<file path="src/rtl/word_serializer32.sv">
// Parallel-to-serial word shifter with valid/ready serial port.
// Also accumulates AND/OR/XOR summaries of each word as it shifts out.
module word_serializer32 #(
    parameter int WIDTH     = 32,
    parameter bit LSB_FIRST = 1'b1
) (
    input  logic             clk,
    input  logic             reset,
    input  logic             in_valid,
    output logic             in_ready,
    input  logic [WIDTH-1:0] in_data,
    output logic             ser_valid,
    input  logic             ser_ready,
    output logic             ser_bit,
    output logic             ser_last,
    output logic             busy,
    output logic             done,
    output logic             red_and,
    output logic             red_or,
    output logic             red_xor
);

    localparam int CW = $clog2(WIDTH);
    localparam logic [CW-1:0] LAST = CW'(WIDTH - 1);

    typedef enum logic {
        IDLE,
        SHIFT
    } state_t;

    state_t           r_state;
    logic [WIDTH-1:0] r_shift;
    logic [CW-1:0]    r_cnt;
    logic             r_and_acc;
    logic             r_or_acc;
    logic             r_xor_acc;
    logic             r_done;
    logic             r_red_and;
    logic             r_red_or;
    logic             r_red_xor;

    logic             w_shifting;
    logic             w_beat;
    logic             w_last;
    logic             w_fin;
    logic             w_bit;
    logic             w_load;
    logic [WIDTH-1:0] w_shifted;

    assign w_shifting = (r_state == SHIFT);
    assign w_beat     = w_shifting & ser_ready;
    assign w_last     = (r_cnt == LAST);
    assign w_fin      = w_beat & w_last;
    assign w_bit      = LSB_FIRST ? r_shift[0] : r_shift[WIDTH-1];
    assign w_shifted  = LSB_FIRST ? (r_shift >> 1) : (r_shift << 1);

    // Ready on the last beat too, so a queued word follows with no bubble.
    assign in_ready = ~reset & (~w_shifting | w_fin);
    assign w_load   = in_valid & in_ready;

    assign ser_valid = w_shifting;
    assign busy      = w_shifting;
    assign ser_bit   = w_bit;
    assign ser_last  = w_shifting & w_last;
    assign done      = r_done;
    assign red_and   = r_red_and;
    assign red_or    = r_red_or;
    assign red_xor   = r_red_xor;

    always_ff @(posedge clk or posedge reset) begin
        if (reset) begin
            r_state   <= IDLE;
            r_shift   <= '0;
            r_cnt     <= '0;
            r_and_acc <= 1'b0;
            r_or_acc  <= 1'b0;
            r_xor_acc <= 1'b0;
            r_done    <= 1'b0;
            r_red_and <= 1'b0;
            r_red_or  <= 1'b0;
            r_red_xor <= 1'b0;
        end else begin
            r_done <= 1'b0;
            if (w_beat) begin
                r_shift   <= w_shifted;
                r_and_acc <= r_and_acc & w_bit;
                r_or_acc  <= r_or_acc | w_bit;
                r_xor_acc <= r_xor_acc ^ w_bit;
                if (w_last) begin
                    r_red_and <= r_and_acc & w_bit;
                    r_red_or  <= r_or_acc | w_bit;
                    r_red_xor <= r_xor_acc ^ w_bit;
                    r_done    <= 1'b1;
                    r_state   <= IDLE;
                end else begin
                    r_cnt <= r_cnt + CW'(1);
                end
            end
            // A load overrides the last-beat bookkeeping above.
            if (w_load) begin
                r_shift   <= in_data;
                r_cnt     <= '0;
                r_and_acc <= 1'b1;
                r_or_acc  <= 1'b0;
                r_xor_acc <= 1'b0;
                r_state   <= SHIFT;
            end
        end
    end

endmodule

</file>
<file path="config.mk">
export PLATFORM = sky130hd
export DESIGN_NAME = word_serializer32
export DESIGN_NICKNAME = d
export VERILOG_FILES = /design/src/rtl/word_serializer32.sv
export SDC_FILE = /design/constraint.sdc
export NUM_CORES = 1
export LEC_CHECK = 0
export CAP_MARGIN = 20
export CORE_ASPECT_RATIO = 1.5
export CORE_UTILIZATION = 40
export CTS_CLUSTER_DIAMETER = 80
export CTS_CLUSTER_SIZE = 10
export DETAILED_ROUTE_END_ITERATION = 10
export HOLD_SLACK_MARGIN = 0.15
export PLACE_DENSITY = 0.67
export SLEW_MARGIN = 20
export SYNTH_ARGS = -nofsm -noshare
export SYNTH_HDL_FRONTEND = slang
export SYNTH_SLANG_ARGS = --single-unit
</file>
<file path="constraint.sdc">
create_clock -name clk -period 2.7 [get_ports clk]
set_clock_uncertainty 0.15 [all_clocks]
set_input_delay 0.675 -clock clk [delete_from_list [all_inputs] [get_ports clk]]
set_output_delay 0.675 -clock clk [all_outputs]
set_load 0.1 [all_outputs]
</file>
==> results.rst <==
.. list-table::
   :header-rows: 1

   * - Metric
     - Value
   * - Result of the run
     - complete, no violations
   * - Setup CP Type
     - flop to output port
   * - Crit path launch type
     - flop
   * - Number of violations of the max-capacitance limit
     - 0
   * - Cells taking the most area after synthesis
     - sky130_fd_sc_hd__dfrtp_1, sky130_fd_sc_hd__mux2_2, sky130_fd_sc_hd__mux2_1
   * - Top-area cell type share of the netlist area
     - 51.4%
   * - Post-route fraction of the period consumed by the critical path
     - 96.0%
   * - Worst skew pair latency
     - 0.29 ns
   * - Netlist Area Pre-Place
     - 0.00219 mm2
   * - Initial cell density of the core
     - 42.1%
   * - Min-Delay Startpoint
     - red_or$_DFFE_PP0P_
   * - CP Buf/Inv Count
     - 1
   * - Warnings from Yosys
     - 0
   * - Area used by sequential logic in the layout
     - 0.00113 mm2
   * - Setup repair after global routing missed its margin
     - no
   * - TritonCTS clock tree
     - built
   * - Routed WL
     - 3700 um
   * - WP data required
     - 1.88 ns
   * - Final worst path period need
     - 2.59 ns
   * - Register-to-Register Setup Slack
     - 0.38 ns
   * - Worst Hold End
     - red_or$_DFFE_PP0P_
   * - Stage delay of the slowest cell on the critical path
     - 0.41 ns
   * - Maximum buffer depth of the clock tree
     - 2
   * - Share of the yosys chip area belonging to registers
     - 51.4%
   * - Average instance area after synthesis
     - 13.5 um2
   * - Placement row count
     - 32
   * - Count of pins over their slew limit
     - 0
   * - Die height
     - 92.7 um
   * - Clock-pin slew reported for the worst setup and hold paths after clock tree synthesis
     - 0.07 ns
   * - Gr ovfl total
     - 0
   * - Via count of the first global-routing pass
     - 1,518
   * - FF-to-FF Start
     - r_cnt[0]$_DFFE_PP0P_
   * - DRC violation count after routing
     - 0
   * - Input/output buffers
     - 44
   * - Most used cell, CP
     - sky130_fd_sc_hd__ha_1
   * - Most common cell after layout, fill and taps aside
     - sky130_fd_sc_hd__mux2_2
   * - Post-Syn Instances
     - 162
   * - Most used cells in the layout excluding fill and tap cells
     - sky130_fd_sc_hd__mux2_2, sky130_fd_sc_hd__dfrtp_1, sky130_fd_sc_hd__clkdlybuf4s50_1
   * - Post-Syn Nets
     - 200
   * - Final GP Congestion
     - 0.682
   * - Critical Path Sink Type
     - output port
   * - Synth area leader
     - sky130_fd_sc_hd__dfrtp_1
   * - Number of buffers added by the clock tree synthesis step
     - 5
   * - First-pass DRT Iterations
     - 4
   * - Critical Path Fanout Max
     - 5
   * - Hold-fix buffers at CTS
     - 0
   * - Floorplan core area
     - 0.00520 mm2
   * - Final net count
     - 246
   * - Antenna violations before repair
     - 0
   * - Max-Slew Margin vs Limit
     - 75.3%
   * - Layout area overhead
     - 28.4%
   * - Vias after detailed routing
     - 1,386
   * - Number of I/O pins
     - 45
   * - Actual transition at the worst max-transition pin
     - 0.370 ns
   * - HPWL after detailed placement
     - 2690 um
   * - Number of levels the H-tree was split into
     - 2
   * - Root buf cell
     - sky130_fd_sc_hd__clkbuf_8
   * - Post-DR wirelength/cell
     - 13.4 um
   * - Distinct cells, synth
     - 26
   * - Share of cells above drive strength 1
     - 40.4%
   * - Setup WS post-layout
     - 0.108 ns
   * - Slowest cell on the critical path
     - sky130_fd_sc_hd__dfrtp_1
   * - Maximum number of pins on one net before global-route repair
     - 42
   * - Type of the tightest min-delay check
     - flop to flop
   * - Total Power
     - 0.00249 W
   * - Power Density
     - 886 mW/mm2
   * - Final hold violations
     - 0
   * - Number of flip-flops and latches in the synthesized netlist
     - 45
   * - Highest clock frequency the design can meet
     - 0.386 GHz
   * - Series of cell instances along the critical path
     - ha_1, and3_1, ha_1, a21boi_4, nor2_4, buf_12
   * - Top cell family by delay on the critical path
     - adder cells
   * - Fillcell total
     - 481
   * - Summed area of non-filler cells in the final layout
     - 0.00281 mm2
   * - Die X
     - 62.4 um
   * - DIE AREA
     - 0.00579 mm2
   * - Multi-input combinational cell area
     - 983 um2
   * - Leak
     - 1.25 nW
   * - Capture instance of the worst register-to-register path
     - r_shift[14]$_DFFE_PP0P_
   * - Final standard cell utilization of the core
     - 54.1%
   * - Area of placed instances
     - 0.00272 mm2
   * - Final TNS setup
     - 0 ns
   * - Highest ir drop seen on vdd
     - 0.000396 V
   * - Number of cell instances on the worst register-to-register path
     - 8
   * - Setup slack at placement
     - 0.191 ns
   * - Number of antenna cells inserted
     - 0
   * - First-iteration detailed-routing DRC count
     - 48
   * - First-pass GRT wire length
     - 6560 um
   * - Final setup violating endpoints
     - 0
   * - Vias per inst
     - 5.02
   * - Clk sink count
     - 45
   * - Remaining antenna violation count after routing
     - 0
   * - Hold Path Stages
     - 2
   * - Arrival @ worst endpoint
     - 1.77 ns
   * - Global-route total usage across every layer
     - 14.6%
==> state kept, by name, indices dropped and copies added (netlist names) <==
name / flops
r_shift: 32
r_or_acc: 1
red_xor: 1
r_xor_acc: 1
r_cnt: 5
done: 1
r_and_acc: 1
busy: 1
red_or: 1
red_and: 1
==> Yosys cell counts, drive strengths merged <==
cell and number:
mux2 62, dfrtp 45, buf 10, nor2 7, nand2 6, o21ai 5
inv 4, mux2i 3, nand3 3, xor2 3, a21oi 2, ha 2
a21boi 1, and2 1, and3 1, nand2b 1, nand3b 1, nand4b 1
nor3b 1, or2 1, or3 1, xnor2 1
==> area by class of cell <==
type | instances | area share, %
sequential | 45 | 40.0
multi-input combinational | 103 | 34.9
timing repair buffer | 49 | 18.4
clock buffer | 7 | 3.07
tap | 68 | 3.02
inverter | 4 | 0.534
==> worst max-delay path by stage <==
stage	startpoint	to	cells past startpoint
3_3_place_gp	ser_ready	in_ready	4
6_report	r_cnt[0]$_DFFE_PP0P_	in_ready	6
3_5_place_dp	ser_ready	r_shift[6]$_DFFE_PP0P_	5
5_1_grt	r_cnt[0]$_DFFE_PP0P_	in_ready	6
2_1_floorplan	busy$_DFFE_PP0P_	ser_last	2
4_1_cts	r_cnt[0]$_DFFE_PP0P_	in_ready	6
==> per-layer routing <==
| metal | routed length [um] | global-route usage (%) |
|---|---|---|
| met5 | 0 | 0 |
| met4 | 62 | 5.81 |
| met3 | 149 | 4.06 |
| met2 | 2070 | 28.5 |
| met1 | 1420 | 14.0 |
==> worst reg2reg max path, stage by stage, from the launching register on <==
cell                       delay, ns
sky130_fd_sc_hd__dfrtp_1        0.38
sky130_fd_sc_hd__ha_1           0.18
sky130_fd_sc_hd__and3_1         0.16
sky130_fd_sc_hd__ha_1           0.26
sky130_fd_sc_hd__a21boi_4       0.10
sky130_fd_sc_hd__buf_4          0.15
sky130_fd_sc_hd__nor3b_4        0.21
sky130_fd_sc_hd__buf_12         0.26
sky130_fd_sc_hd__mux2_2         0.38
==> power by group <==
part | internal (W) | leakage [nW] | total, W | switching, W
clock network | 0.000203 | 0.0443 | 0.000407 | 0.000204
registers | 0.000955 | 0.561 | 0.00112 | 0.000162
logic | 0.000550 | 0.647 | 0.000969 | 0.000419
total | 0.00171 | 1.25 | 0.00249 | 0.000785
==> logic make-up (layout without fill, tap and decap cells) <==
family                     count (synthesis)  count (layout)  share of synthesized area (%)
DFF                                       45              45                           51.4
and+or+nand+nor                           24              24                           6.05
muxes                                     65              65                           33.2
buffers and inverters                     14              60                           4.17
xor gates and xnor gates                   4               4                           1.60
AOI/OAI and AO/OA                          8               8                           2.45
adders and majority gates                  2               2                           1.14
==> timing repair <==
action,CTS,global route
buffers inserted,0,1
gates resized for setup,0,0
endpoints found under the setup margin,0,1
==> through the flow <==
step | cells | hold WS (ns)
after global routing | 276 | 0.382
final | 276 | 0.341
after CTS | 275 | 0.342
after global placement | 268 | 0.316
after detailed placement | 268 | 0.325
after floorplan | 162 | 0.330
(Power assumes the default switching activity.)
